$ cat config.mk
export PLATFORM = sky130hd
export DESIGN_NAME = pc_fetch_unit_flat
export DESIGN_NICKNAME = d
export VERILOG_FILES = /design/src/rtl/pc_fetch_unit_if.sv /design/src/rtl/pc_fetch_unit.sv /design/src/flat_wrapper.sv
export SDC_FILE = /design/constraint.sdc
export NUM_CORES = 1
export LEC_CHECK = 0
export ABC_AREA = 0
export CORE_MARGIN = 1
export CORE_UTILIZATION = 43
export CTS_BUF_LIST = sky130_fd_sc_hd__clkbuf_8
export CTS_CLUSTER_SIZE = 28
export DETAILED_ROUTE_END_ITERATION = 8
export PLACE_DENSITY = 0.76
export SYNTH_ARGS = -nofsm -noshare
export SYNTH_HDL_FRONTEND = slang
export SYNTH_SLANG_ARGS = --single-unit
$ cat constraint.sdc
create_clock -name clk -period 3.7 [get_ports clk]
set_input_delay 0.37 -clock clk [delete_from_list [all_inputs] [get_ports clk]]
set_output_delay 0.37 -clock clk [all_outputs]
set_load 0.03 [all_outputs]
$ cat src/rtl/pc_fetch_unit_if.sv
// Fetch-stage bundle: instruction-memory read data, pipeline control and
// redirect inputs, plus the PC and IF/ID outputs. The fetch unit is the
// slave; whatever drives control and memory data is the master.
interface pc_fetch_unit_if;
    logic [31:0] instruction;
    logic        stall;
    logic        halt;
    logic        redirect_en;
    logic [1:0]  redirect_sel;
    logic [31:0] redirect_base;
    logic [15:0] redirect_imm;
    logic [25:0] redirect_addr;
    logic [31:0] redirect_reg;
    logic [31:0] program_counter;
    logic [31:0] ifid_instr;
    logic [31:0] ifid_pc_plus1;
    logic        ifid_valid;
    logic [31:0] fetch_count;

    modport master (
        output instruction, stall, halt, redirect_en, redirect_sel,
               redirect_base, redirect_imm, redirect_addr, redirect_reg,
        input  program_counter, ifid_instr, ifid_pc_plus1, ifid_valid,
               fetch_count
    );

    modport slave (
        input  instruction, stall, halt, redirect_en, redirect_sel,
               redirect_base, redirect_imm, redirect_addr, redirect_reg,
        output program_counter, ifid_instr, ifid_pc_plus1, ifid_valid,
               fetch_count
    );
endinterface

$ cat src/rtl/pc_fetch_unit.sv
// Instruction fetch stage: word-addressed PC, IF/ID pipeline register and
// fetch counter, sequenced by a BOOT -> RUN -> HALTED state machine.
// Priority in RUN is halt > redirect > stall > sequential fetch.
module pc_fetch_unit #(
    parameter logic [31:0] RESET_PC = 32'h0000_0000
) (
    input  logic            clk,
    input  logic            rst,
    pc_fetch_unit_if.slave  bus
);

    typedef enum logic [1:0] {
        BOOT   = 2'b00,
        RUN    = 2'b01,
        HALTED = 2'b10
    } state_e;

    typedef enum logic [1:0] {
        SEL_BRANCH   = 2'b00,
        SEL_JUMP     = 2'b01,
        SEL_JUMP_REG = 2'b10,
        SEL_RESERVED = 2'b11
    } redirect_sel_e;

    state_e      state_q, state_d;
    logic [31:0] pc_q, pc_d;
    logic [31:0] ifid_instr_q, ifid_instr_d;
    logic [31:0] ifid_pc_plus1_q, ifid_pc_plus1_d;
    logic        ifid_valid_q, ifid_valid_d;
    logic [31:0] fetch_count_q, fetch_count_d;
    logic [31:0] redirect_target;
    logic [31:0] pc_plus1;

    // Sequential successor; 32-bit add wraps 0xFFFF_FFFF to 0 naturally.
    assign pc_plus1 = pc_q + 32'd1;

    // Redirect target selection; the reserved encoding behaves as a branch.
    always_comb begin
        // NOTE: every variable written in always_comb gets a default first so
        // no path leaves it unassigned, which would infer a latch.
        redirect_target = bus.redirect_base
                        + {{16{bus.redirect_imm[15]}}, bus.redirect_imm};
        case (redirect_sel_e'(bus.redirect_sel))
            SEL_JUMP:     redirect_target = {bus.redirect_base[31:26], bus.redirect_addr};
            SEL_JUMP_REG: redirect_target = bus.redirect_reg;
            default:      redirect_target = bus.redirect_base
                                          + {{16{bus.redirect_imm[15]}}, bus.redirect_imm};
        endcase
    end

    // Next-state and datapath update for each FSM state.
    always_comb begin
        state_d         = state_q;
        pc_d            = pc_q;
        ifid_instr_d    = ifid_instr_q;
        ifid_pc_plus1_d = ifid_pc_plus1_q;
        ifid_valid_d    = ifid_valid_q;
        fetch_count_d   = fetch_count_q;

        case (state_q)
            BOOT: begin
                // One idle cycle at RESET_PC before the first fetch.
                state_d = RUN;
            end
            RUN: begin
                if (bus.halt) begin
                    // A concurrent redirect is dropped; the PC freezes here.
                    state_d      = HALTED;
                    ifid_instr_d = 32'h0;
                    ifid_valid_d = 1'b0;
                end else if (bus.redirect_en) begin
                    // Squash the instruction being fetched; ifid_pc_plus1 keeps
                    // its last value and nothing is counted.
                    pc_d         = redirect_target;
                    ifid_instr_d = 32'h0;
                    ifid_valid_d = 1'b0;
                end else if (!bus.stall) begin
                    pc_d            = pc_plus1;
                    ifid_instr_d    = bus.instruction;
                    ifid_pc_plus1_d = pc_plus1;
                    ifid_valid_d    = 1'b1;
                    fetch_count_d   = fetch_count_q + 32'd1;
                end
            end
            HALTED: begin
                // Only reset leaves this state; everything holds.
                state_d = HALTED;
            end
            default: begin
                state_d = BOOT;
            end
        endcase
    end

    // State and pipeline registers with synchronous reset.
    always_ff @(posedge clk) begin
        // NOTE: sequential state uses non-blocking assignments so every
        // register samples pre-edge values regardless of statement order.
        if (rst) begin
            state_q         <= BOOT;
            pc_q            <= RESET_PC;
            ifid_instr_q    <= 32'h0;
            ifid_pc_plus1_q <= 32'h0;
            ifid_valid_q    <= 1'b0;
            fetch_count_q   <= 32'h0;
        end else begin
            state_q         <= state_d;
            pc_q            <= pc_d;
            ifid_instr_q    <= ifid_instr_d;
            ifid_pc_plus1_q <= ifid_pc_plus1_d;
            ifid_valid_q    <= ifid_valid_d;
            fetch_count_q   <= fetch_count_d;
        end
    end

    // Outputs come straight from registers; no input reaches them combinationally.
    assign bus.program_counter = pc_q;
    assign bus.ifid_instr      = ifid_instr_q;
    assign bus.ifid_pc_plus1   = ifid_pc_plus1_q;
    assign bus.ifid_valid      = ifid_valid_q;
    assign bus.fetch_count     = fetch_count_q;

endmodule

$ cat src/flat_wrapper.sv
// flat-port wrapper written by rule: the top's interface ports become plain ports
module pc_fetch_unit_flat 
#(
    parameter logic [31:0] RESET_PC = 32'h0000_0000
)
  (clk, rst, bus_instruction, bus_stall, bus_halt, bus_redirect_en, bus_redirect_sel, bus_redirect_base, bus_redirect_imm, bus_redirect_addr, bus_redirect_reg, bus_program_counter, bus_ifid_instr, bus_ifid_pc_plus1, bus_ifid_valid, bus_fetch_count);
  pc_fetch_unit_if bus_i ();
  input  logic clk;
  input  logic rst;
  input wire logic [$bits(bus_i.instruction)-1:0] bus_instruction;
  input wire logic [$bits(bus_i.stall)-1:0] bus_stall;
  input wire logic [$bits(bus_i.halt)-1:0] bus_halt;
  input wire logic [$bits(bus_i.redirect_en)-1:0] bus_redirect_en;
  input wire logic [$bits(bus_i.redirect_sel)-1:0] bus_redirect_sel;
  input wire logic [$bits(bus_i.redirect_base)-1:0] bus_redirect_base;
  input wire logic [$bits(bus_i.redirect_imm)-1:0] bus_redirect_imm;
  input wire logic [$bits(bus_i.redirect_addr)-1:0] bus_redirect_addr;
  input wire logic [$bits(bus_i.redirect_reg)-1:0] bus_redirect_reg;
  output wire logic [$bits(bus_i.program_counter)-1:0] bus_program_counter;
  output wire logic [$bits(bus_i.ifid_instr)-1:0] bus_ifid_instr;
  output wire logic [$bits(bus_i.ifid_pc_plus1)-1:0] bus_ifid_pc_plus1;
  output wire logic [$bits(bus_i.ifid_valid)-1:0] bus_ifid_valid;
  output wire logic [$bits(bus_i.fetch_count)-1:0] bus_fetch_count;
  assign bus_i.instruction = bus_instruction;
  assign bus_i.stall = bus_stall;
  assign bus_i.halt = bus_halt;
  assign bus_i.redirect_en = bus_redirect_en;
  assign bus_i.redirect_sel = bus_redirect_sel;
  assign bus_i.redirect_base = bus_redirect_base;
  assign bus_i.redirect_imm = bus_redirect_imm;
  assign bus_i.redirect_addr = bus_redirect_addr;
  assign bus_i.redirect_reg = bus_redirect_reg;
  assign bus_program_counter = bus_i.program_counter;
  assign bus_ifid_instr = bus_i.ifid_instr;
  assign bus_ifid_pc_plus1 = bus_i.ifid_pc_plus1;
  assign bus_ifid_valid = bus_i.ifid_valid;
  assign bus_fetch_count = bus_i.fetch_count;
  pc_fetch_unit #(.RESET_PC(RESET_PC)) u_core (.clk(clk), .rst(rst), .bus(bus_i));
endmodule
==> results.sh <==
export IMPL_clock_fmax_mhz=355.3
export IMPL_drtAntennaViolNets=0
export IMPL_nFillCells=1634
export IMPL_clock_skew_ps=11.10
export IMPL_syn_avg_cell_area_um2=8.052
export IMPL_synth_xor_area_share_pct=8.685
export IMPL_clockBufferDepth=2
export IMPL_diodes=0
export IMPL_globalplace_congestion=0.9410
export IMPL_vdd_ir_drop_max_uv=243.1
export IMPL_grt_max_degree=103
export IMPL_p_leak_nw=4.123
export IMPL_critPathSlowestCell="clkdlybuf4s50_1"
export IMPL_synth_adder_area_share_pct=5.986
export IMPL_die_area_um2=19310
export IMPL_register_area_um2=2623
export IMPL_arrival_ps=3150
export IMPL_pre_cts_slack_ps=465.4
export IMPL_crit_chain="clkdlybuf4s50_1 > ha_1 > a21o_1 > or3_1 > nor2b_1 > a21oi_1 > o31ai_2 > a31o_2 > mux2i_1 > a2111oi_2"
export IMPL_synth_compound_area_share_pct=26.29
export IMPL_hold_path_class="reg -> reg"
export IMPL_timing_hold_ws_ps=455.1
export IMPL_track_usage_pct=26.46
export IMPL_place_inst=1451
export IMPL_critPathLaunchType="input pin"
export IMPL_ys_warn_count=0
export IMPL_layout_cells_non_filler=1483
export IMPL_vias=8419
export IMPL_synth_area_leaders="dfxtp_1, nor2_1, ha_1, a22oi_1, xor2_1"
export IMPL_synthesis_nets=1185
export IMPL_grt_overflow=0
export IMPL_route_detailed_drc=8
export IMPL_finalPower_mw=4.173
export IMPL_drt_iter0_drc=631
export IMPL_finalHoldViolations=0
export IMPL_fin_area_um2=11340
export IMPL_synth_seq_cells=131
export IMPL_finalCriticalPeriod_ps=2814
export IMPL_synth_mux_area_fraction_pct=1.024
export IMPL_utilization_pct=62.51
export IMPL_worst_path_buf_inv=1
export IMPL_yosysSeqAreaShare_pct=32.51
export IMPL_drive_gt1_share_pct=5.742
export IMPL_reg2reg_to="u_core.bus.program_counter[23]$_SDFFE_PP0P_"
export IMPL_path_class="in -> reg"
export IMPL_status="finished, violations left"
export IMPL_r2r_cells=7
export IMPL_clkSinkCount=131
export IMPL_die_h_um=139.0
export IMPL_portBuffers=273
export IMPL_synth_top_family_by_area="compound AO/OA/AOI/OAI gates"
export IMPL_core_area_um2=18150
export IMPL_synth_common_cells="nor2_1, dfxtp_1, nand2_1"
export IMPL_timing_rr_start="u_core.bus.program_counter[5]$_SDFFE_PP0P_"
export IMPL_cp_max_fo=5
export IMPL_ctsResizeCount=0
export IMPL_timing_final_crit_share_pct=76.06
export IMPL_worst_pin_slew_ps=1034
export IMPL_numCtsBuffers=17
export IMPL_start_util_pct=44.46
export IMPL_synth_simple_area_share_pct=20.95
export IMPL_hpwl_mm=19.28
export IMPL_holdPathEnd="u_core.bus.ifid_pc_plus1[17]$_SDFFE_PP0P_"
export IMPL_htreeDepth=4
export IMPL_finalSetupViolations=0
export IMPL_syn_to_final_growth_pct=40.62
export IMPL_yosysTopAreaCell="dfxtp_1"
export IMPL_ios=274
export IMPL_whs_path_depth=2
export IMPL_wl_per_cell_um=17.40
export IMPL_row_count=49
export IMPL_dr_pass1_iters=9
export IMPL_yosysMostFrequentCell="nor2_1"
export IMPL_clkTransAtPathRegs_ps=80
export IMPL_via_per_inst=5.677
export IMPL_cts_setup_buffers=0
export IMPL_fin_setup_tns_ps=0
export IMPL_synth_edf_count=0
export IMPL_max_cap_violations=0
export IMPL_async_flop_share_pct=0
export IMPL_end_kind="flop"
export IMPL_hold_start="u_core.bus.ifid_pc_plus1[17]$_SDFFE_PP0P_"
export IMPL_grt_pass1_vias=8046
export IMPL_rsz0062_at_grt="false"
export IMPL_cts_tree="yes"
export IMPL_nNetsFinal=1424
export IMPL_drt_wl_total_mm=25.81
export IMPL_drv_slew=0
export IMPL_cp_depth=10
export IMPL_crit_family="compound AO/OA/AOI/OAI gates"
export IMPL_synthFlopType="dfxtp_1"
export IMPL_clockRootBuffer="clkbuf_8"
export IMPL_chipWidth_um=139.0
export IMPL_grt_pass1_wl_mm=41.10
export IMPL_post_synth_instance_area_um2=8068
export IMPL_worst_slack_ps=885.8
export IMPL_postSynthCellCount=1002
export IMPL_power_density_nw_per_um2=367.9
export IMPL_synthDistinctLibCells=74
export IMPL_multiInputGateArea_um2=5096
export IMPL_clock_latency_ps=440
export IMPL_max_slew_margin_pct=31.04
export IMPL_synth_top_area_share_pct=32.51
export IMPL_antenna_found_initial=0
export IMPL_violations="DRC"
export IMPL_cts_hold_buffers=0
export IMPL_critPathRequiredTime_ps=4040
export IMPL_reg2reg_slack_ps=960
export IMPL_postPlaceCellArea_um2=10900
export IMPL_cp_slowest_stage_delay_ps=410
==> final cells by class <==
class	count	share of cell area, %
Multi-Input combinational cell	788	44.92
Timing Repair Buffer	287	24.99
Sequential cell	131	23.12
Tap cell	229	2.526
Clock buffer	19	2.305
Clock inverter	13	1.610
Inverter	16	0.5294
==> power by group <==
group / internal (mW) / total, mW / switching (mW)
registers: 1.49 / 1.57 / 0.0802
logic: 0.548 / 1.26 / 0.708
clock network: 0.768 / 1.35 / 0.582
total: 2.80 / 4.17 / 1.37
==> routing by layer <==
| layer | track usage, % | up-vias | share of wire, % |
|---|---|---|---|
| li1 | - | 4148 | - |
| met2 | 45.03 | 282 | 49 |
| met3 | 5.490 | 55 | 5.3 |
| met5 | 0 | - | 0 |
| met1 | 32.36 | 3934 | 42 |
| met4 | 11.17 | 0 | 3.5 |
==> worst max-delay path by stage <==
stage | startpoint | to | slack [ps]
6_report | bus_redirect_imm[6] | u_core.bus.program_counter[27]$_SDFFE_PP0P_ | 890
5_1_grt | u_core.bus.program_counter[5]$_SDFFE_PP0P_ | u_core.bus.program_counter[27]$_SDFFE_PP0P_ | 640
4_1_cts | bus_redirect_imm[6] | u_core.bus.program_counter[27]$_SDFFE_PP0P_ | 930
3_5_place_dp | bus_redirect_imm[6] | u_core.bus.program_counter[27]$_SDFFE_PP0P_ | 470
3_3_place_gp | bus_redirect_imm[6] | u_core.bus.program_counter[27]$_SDFFE_PP0P_ | 520
2_1_floorplan | bus_redirect_imm[6] | u_core.bus.program_counter[27]$_SDFFE_PP0P_ | 1120
==> cells by family after synthesis <==
group / count (synthesis)
and+or+nand+nor: 351
buffers and inverters: 83
DFF: 131
AOI/OAI and AO/OA: 311
xor gates and xnor gates: 80
muxes: 8
adders and majority gates: 38
==> cell usage in the layout, fill, tap and decap left out, drive strengths merged, types with 28 or more instances in the layout <==
cell / synthesis / routed
o21ai: 45 / 45
nand2: 76 / 76
a211oi: 38 / 38
nor2: 147 / 147
nand3: 31 / 31
a21o: 28 / 28
xnor2: 38 / 38
clkdlybuf4s50: 1 / 272
ha: 37 / 37
a22oi: 49 / 49
xor2: 42 / 42
dfxtp: 131 / 131
a21oi: 66 / 66
==> worst min-delay path: stages (launching register included) <==
cell     delay [ps]
dfxtp_1         310
nand2_1          50
a21oi_1          50
==> flip-flops by register name, indices dropped and copies added, names as in the netlist <==
name / count
u_core.bus.fetch_count: 32
u_core.bus.ifid_instr: 32
u_core.bus.ifid_pc_plus1: 32
u_core.bus.ifid_valid: 1
u_core.bus.program_counter: 32
u_core.state_q: 2
(Power assumes the default switching activity.)
